File: src/rtl/imem_boot_arb.sv
// imem_boot_arb: boot loader packing loader bytes into 16-bit words
// written to instruction RAM from address 0, then fetch arbiter.
//
// Ports:
//   clk, rst_n              clock, async active-low reset
//   ld_valid/ready/data/last loader byte stream (high byte first)
//   reload                  restart loading at address 0
//   fetch_req/addr          CPU fetch request in RUN
//   fetch_data/valid        registered fetch result, 1-cycle latency
//   cpu_hold                CPU held while not in RUN
//   load_done               one-cycle pulse on entry to RUN
//   words_loaded            words written by the last load
//   mem_addr/data/we        RAM write/read port
//   mem_dout                RAM combinational read data
module imem_boot_arb #(
  parameter int DWIDTH     = 16,
  parameter int ADDR_WIDTH = 16
) (
  input  logic                  clk,
  input  logic                  rst_n,
  input  logic                  ld_valid,
  output logic                  ld_ready,
  input  logic [7:0]            ld_data,
  input  logic                  ld_last,
  input  logic                  reload,
  input  logic                  fetch_req,
  input  logic [ADDR_WIDTH-1:0] fetch_addr,
  output logic [DWIDTH-1:0]     fetch_data,
  output logic                  fetch_valid,
  output logic                  cpu_hold,
  output logic                  load_done,
  output logic [ADDR_WIDTH:0]   words_loaded,
  output logic [ADDR_WIDTH-1:0] mem_addr,
  output logic [DWIDTH-1:0]     mem_data,
  output logic                  mem_we,
  input  logic [DWIDTH-1:0]     mem_dout
);

  typedef enum logic [1:0] {
    LOAD_HI,
    LOAD_LO,
    WRITE,
    RUN
  } state_t;

  state_t state;
  state_t state_nx;

  logic [ADDR_WIDTH-1:0] wr_ptr;
  logic [7:0]            hi_byte;
  logic [7:0]            lo_byte;
  logic                  last_q;

  logic accept;
  logic at_top;
  logic finish;

  assign accept = ld_valid & ld_ready;

  // Last RAM word: the load ends here even without ld_last.
  assign at_top = (wr_ptr == {ADDR_WIDTH{1'b1}});
  assign finish = last_q | at_top;

  always_ff @(posedge clk or negedge rst_n) begin
    if (!rst_n) begin
      state <= LOAD_HI;
    end else begin
      state <= state_nx;
    end
  end

  always_comb begin
    state_nx = state;
    ld_ready = 1'b0;
    mem_we   = 1'b0;
    cpu_hold = 1'b1;
    unique case (state)
      LOAD_HI: begin
        ld_ready = ~reload;
        if (accept) begin
          state_nx = ld_last ? WRITE : LOAD_LO;
        end
      end
      LOAD_LO: begin
        ld_ready = ~reload;
        if (accept) begin
          state_nx = WRITE;
        end
      end
      WRITE: begin
        // A reload sampled in WRITE suppresses the write.
        mem_we   = ~reload;
        state_nx = finish ? RUN : LOAD_HI;
      end
      RUN: begin
        cpu_hold = 1'b0;
      end
      default: begin
        state_nx = LOAD_HI;
      end
    endcase
    if (reload) begin
      state_nx = LOAD_HI;
    end
  end

  assign mem_addr = (state == RUN) ? fetch_addr : wr_ptr;
  assign mem_data = mem_we ? {hi_byte, lo_byte} : '0;

  always_ff @(posedge clk or negedge rst_n) begin
    if (!rst_n) begin
      wr_ptr       <= '0;
      hi_byte      <= '0;
      lo_byte      <= '0;
      last_q       <= 1'b0;
      words_loaded <= '0;
      load_done    <= 1'b0;
      fetch_valid  <= 1'b0;
      fetch_data   <= '0;
    end else begin
      load_done   <= 1'b0;
      fetch_valid <= 1'b0;
      if (reload) begin
        wr_ptr <= '0;
        last_q <= 1'b0;
      end else begin
        unique case (state)
          LOAD_HI: begin
            if (accept) begin
              hi_byte <= ld_data;
              last_q  <= ld_last;
              // Odd-length program: pad the final word.
              if (ld_last) begin
                lo_byte <= 8'h00;
              end
            end
          end
          LOAD_LO: begin
            if (accept) begin
              lo_byte <= ld_data;
              last_q  <= ld_last;
            end
          end
          WRITE: begin
            words_loaded <= {1'b0, wr_ptr} + 1'b1;
            if (finish) begin
              load_done <= 1'b1;
            end else begin
              wr_ptr <= wr_ptr + 1'b1;
            end
          end
          RUN: begin
            if (fetch_req) begin
              fetch_valid <= 1'b1;
              fetch_data  <= mem_dout;
            end
          end
          default: begin
          end
        endcase
      end
    end
  end

endmodule
File: config.mk
export PLATFORM = sky130hd
export DESIGN_NAME = imem_boot_arb
export DESIGN_NICKNAME = d
export VERILOG_FILES = /design/src/rtl/imem_boot_arb.sv
export SDC_FILE = /design/constraint.sdc
export NUM_CORES = 1
export LEC_CHECK = 0
export BUFFER_PORTS_ARGS = -buffer_cell sky130_fd_sc_hd__clkbuf_2
export CAP_MARGIN = 20
export CORE_AREA = 3 3 98 100
export DETAILED_ROUTE_END_ITERATION = 7
export DIE_AREA = 0 0 101 103
export GPL_TIMING_DRIVEN = 0
export PLACE_DENSITY_LB_ADDON = 0.05
export SKIP_LAST_GASP = 1
export SYNTH_ARGS = -nofsm -noshare
export SYNTH_HDL_FRONTEND = slang
export SYNTH_SLANG_ARGS = --single-unit
File: constraint.sdc
create_clock -name clk -period 2.17 [get_ports clk]
set_clock_uncertainty 0.05 [all_clocks]
set_input_delay 0.217 -clock clk [delete_from_list [all_inputs] [get_ports clk]]
set_output_delay 0.217 -clock clk [all_outputs]
set_load 0.01 [all_outputs]
==> key figures <==
Run status
  – Outcome: finished clean

Worst setup path
  – Critical Path Start Type: flip-flop
  – Crit Path Max Fanout: 10
  – Endpoint required time on the critical path: 1.90 ns
  – CP endpoint kind: output pin
  – Worst setup path category: flip-flop to output pin
  – Data arrival time at the worst-slack endpoint: 1.80 ns

Clocking
  – Maximum count of clock buffers along a single path: 2
  – CTS H-Tree Depth: 3
  – Clock tree from TritonCTS: done
  – Root cell of the clock tree: sky130_fd_sc_hd__clkbuf_8
  – TritonCTS Buffers: 9
  – Total clock sinks: 70
  – Clock-pin slew on the worst setup and hold paths: 0.07 ns
  – Worst-skew pair later-pin latency: 0.35 ns

Worst hold path
  – Class of the most critical hold timing path: input pin to flip-flop

Pwr
  – LEAKAGE: 0.00233 µW
  – Worst IR Drop VDD: 0.000306 V
  – PD cells: 758 nW/µm²

Global routing
  – Largest net degree at the start of global routing: 49
  – Global-route congestion overflow total: 0
  – GR Util All Layers: 18.9%
  – Vias in the first global route: 3,043
  – Antenna violations before repair: 0
  – First-pass GRT wire length: 15,400 µm

Route
  – Routed WL per cell: around 16 µm
  – DR pass1 iterations: 4
  – Routed via count: 3,166
  – Via density: 5.14
  – DRT iter0 DRCs: about 190
  – Remaining number of nets flagged by the antenna check after routing: 0
  – Aggregate routed wire length: about 9600 µm
  – Number of remaining DRC errors: 0

Timing
  – Unrepaired setup endpoints after global routing: false
  – Endpoints failing hold: 0
  – Number of setup violations in the final report: 0
  – Worst slew margin: a little under two thirds
  – Final Slew Violations: 0
  – Least setup slack across all paths after layout: 0.102 ns
  – Post-route fraction of the period consumed by the critical path: a little over nine tenths
  – Tightest Pin Transition: 0.539 ns
  – Hold slack final: 0.0145 ns
  – Post-route minimum period: 2.07 ns
  – Fmax: 484 MHz

Cells and area
  – Diodes inserted: 0
  – Post-Route Utilization: 53.1%
  – Fraction of final layout cells with drive strength greater than 1: 37.6%
  – Count of filler cells inserted in the layout: 844
  – Synth-to-Final Area Change: 31.8%
  – Design Area, Final: 4650 µm²
  – Number of nets in the layout: 555
  – Post-route insts no fill: just over 600

Floorplanning
  – Y dimension of the die: 103 µm
  – Core footprint: between 8000 and 9000 µm²
  – Io pins: 116
  – Die width: a little over 100 µm
  – Initial cell density of the core: 40.3%
  – FP Rows: 34
  – Area of the die: around 10,000 µm²

Synthesis
  – Post-synthesis net count: around 420
  – Proportion of synthesized flip-flops having asynchronous set or reset: between 90% and 100%
  – Number of synthesized register bits: 70
  – Sequential fraction of the synthesis area: 49.6%
  – Number of flops mapped to enable cells by yosys: 0
  – Top flip-flop cell by instance count after synthesis: sky130_fd_sc_hd__dfrtp_1
  – Post-synthesis cell type count: 47
  – Synth Instances: around 360
  – Synthesized area per cell: 9.70 µm²
  – XOR/XNOR Fraction of Synth Area: 3.22%
  – Adder and majority gate portion of the synthesized area: 1.77%
  – Summed instance area of the synthesized netlist: 3530 µm²
  – Synth Area in Compound Gates: 10.6%
  – Simple-Gate Fraction of Synth Area: 20.9%
  – Synth Warn #: 0
  – Dominant combinational cell family by area after synthesis: simple AND/OR/NAND/NOR gates
  – Proportion of synthesized area in mux cells: 9.46%

Place
  – Weighted congestion reported at the end of routability-driven placement: roughly 0.85
  – Count of buffers from port buffering: 115
  – Post-placement cell count: 588
  – Post-detail-place hpwl: 6930 µm
  – Worst slack at placement: -0.423 ns
  – Standard cell area after detailed placement: 4270 µm²

Run
  – Max-cap violation count: 0
==> synth_stat cells (2+ instances only) <==
library cell               number  area [µm²]
sky130_fd_sc_hd__nor3_1         2        10.0
sky130_fd_sc_hd__nor2_1        16        60.1
sky130_fd_sc_hd__or4_1         10        75.1
sky130_fd_sc_hd__nor2b_1        2        12.5
sky130_fd_sc_hd__nand3_1       15        75.1
sky130_fd_sc_hd__mux2_2        26         293
sky130_fd_sc_hd__o21ai_0       24         120
sky130_fd_sc_hd__o21ai_1        2        10.0
sky130_fd_sc_hd__nand4b_1       2        17.5
sky130_fd_sc_hd__o41ai_1        2        17.5
sky130_fd_sc_hd__nor4_1         3        18.8
sky130_fd_sc_hd__nand4_1        4        25.0
sky130_fd_sc_hd__buf_2          5        25.0
sky130_fd_sc_hd__a21oi_1       15        75.1
sky130_fd_sc_hd__dfrtp_1       70        1750
sky130_fd_sc_hd__mux2i_1        3        30.0
sky130_fd_sc_hd__clkbuf_1      15        56.3
sky130_fd_sc_hd__o31ai_1       10        75.1
sky130_fd_sc_hd__nand3b_1       2        15.0
sky130_fd_sc_hd__or3_1          2        12.5
sky130_fd_sc_hd__xor2_1         8        70.1
sky130_fd_sc_hd__and4_1         2        17.5
sky130_fd_sc_hd__nand2_1       70         263
sky130_fd_sc_hd__and2_1         9        56.3
sky130_fd_sc_hd__xnor2_1        5        43.8
sky130_fd_sc_hd__ha_1           5        62.6
sky130_fd_sc_hd__inv_1         15        56.3
==> area by class of cell <==
cell class,instances,area [µm²],share of cell area (%)
multi-input cells,255,1670,35.9
clock inverters,5,60.1,1.29
clock buffers,10,128,2.74
plain buffers,21,106,2.28
inverters,16,60.1,1.29
flip-flops and latches,70,1760,37.7
repair buffers,131,741,15.9
well taps,108,135,2.90
==> registers in the layout (all words and copies together) (netlist names) <==
| register | count |
|---|---|
| fetch_valid | 1 |
| words_loaded | 17 |
| hi_byte | 8 |
| wr_ptr | 16 |
| lo_byte | 8 |
| last_q | 1 |
| fetch_data | 16 |
| load_done | 1 |
| state | 2 |
==> kinds of logic after synthesis <==
logic type,count (synthesis)
flops,70
fa+ha+maj,5
compound gates,60
mux,30
xor+xnor,13
simple gates,147
buf+inv,39
==> timing repair <==
item	in CTS	in global routing
endpoints found under the setup margin	70	56
setup buffers	3	3
gates resized for setup	15	16
hold endpoints to repair	30	0
pin swaps	3	0
hold buffers	9	0
==> power by group <==
group / total, µW / internal [µW] / switching (µW)
registers: 1630 / 1530 / 108
clock network: 1060 / 529 / 529
logic: 833 / 366 / 468
==> worst max-delay path: stages, from the launching register on <==
cell and delay [ns]:
sky130_fd_sc_hd__dfrtp_2 0.44, sky130_fd_sc_hd__inv_2 0.10, sky130_fd_sc_hd__ha_4 0.17, sky130_fd_sc_hd__nand2b_2 0.12
sky130_fd_sc_hd__inv_1 0.11, sky130_fd_sc_hd__buf_2 0.22, sky130_fd_sc_hd__and2_1 0.16, sky130_fd_sc_hd__clkbuf_2 0.13
==> layout by cell type, fill, tap and decap left out, types with 3 or more instances in the layout <==
master	instances
sky130_fd_sc_hd__clkbuf_1	8
sky130_fd_sc_hd__mux2i_1	3
sky130_fd_sc_hd__clkbuf_2	119
sky130_fd_sc_hd__clkbuf_8	9
sky130_fd_sc_hd__xnor2_1	5
sky130_fd_sc_hd__or4_1	10
sky130_fd_sc_hd__buf_2	5
sky130_fd_sc_hd__nor4_1	3
sky130_fd_sc_hd__buf_4	9
sky130_fd_sc_hd__dfrtp_1	67
sky130_fd_sc_hd__dfrtp_2	3
sky130_fd_sc_hd__ha_4	3
sky130_fd_sc_hd__a21oi_1	15
sky130_fd_sc_hd__nor2_1	15
sky130_fd_sc_hd__nand2_1	70
sky130_fd_sc_hd__dlygate4sd3_1	9
sky130_fd_sc_hd__and2_1	9
sky130_fd_sc_hd__mux2_2	26
sky130_fd_sc_hd__inv_1	14
sky130_fd_sc_hd__nand3_1	15
sky130_fd_sc_hd__o21ai_0	24
sky130_fd_sc_hd__xor2_1	8
sky130_fd_sc_hd__nand4_1	4
sky130_fd_sc_hd__o31ai_1	10
==> metal layers <==
| layer | wire length (µm) | vias to the layer above | part of all wire, % | track usage, % |
|---|---|---|---|---|
| li1 | - | 1540 | - | - |
| met1 | 4470 | 1501 | 46 | 26.5 |
| met2 | 4380 | 109 | 45 | 28.6 |
| met3 | 599 | 16 | 6.2 | 3.79 |
| met4 | 193 | 0 | 2.0 | 8.08 |
| met5 | 0 | - | 0 | 0 |
==> through the flow <==
stage	setup TNS, ns	power [µW]
final	0	3530
after global routing	0	3740
after global placement	-12.72	2420
after detailed placement	-13.08	2440
after floorplan	0	2090
after CTS	-0.999	3550
==> worst paths after layout <==
| kind | start | end | slack [ns] | depth (start not counted) |
|---|---|---|---|---|
| worst min-delay path | mem_dout[9] | fetch_data[9] | 0.01 | 3 |
| worst min register to register | words_loaded[0] | words_loaded[0] | 0.43 | 2 |
| max in group asynchronous | rst_n | wr_ptr[0] | 1.19 | 3 |
| min in group asynchronous | rst_n | words_loaded[8] | 0.30 | 2 |
| worst max-delay path | state[0] | mem_data[12] | 0.10 | 7 |
| worst max register to register | wr_ptr[13] | state[1] | 0.14 | 4 |
Note: power is estimated with default switching activity, not from simulation.
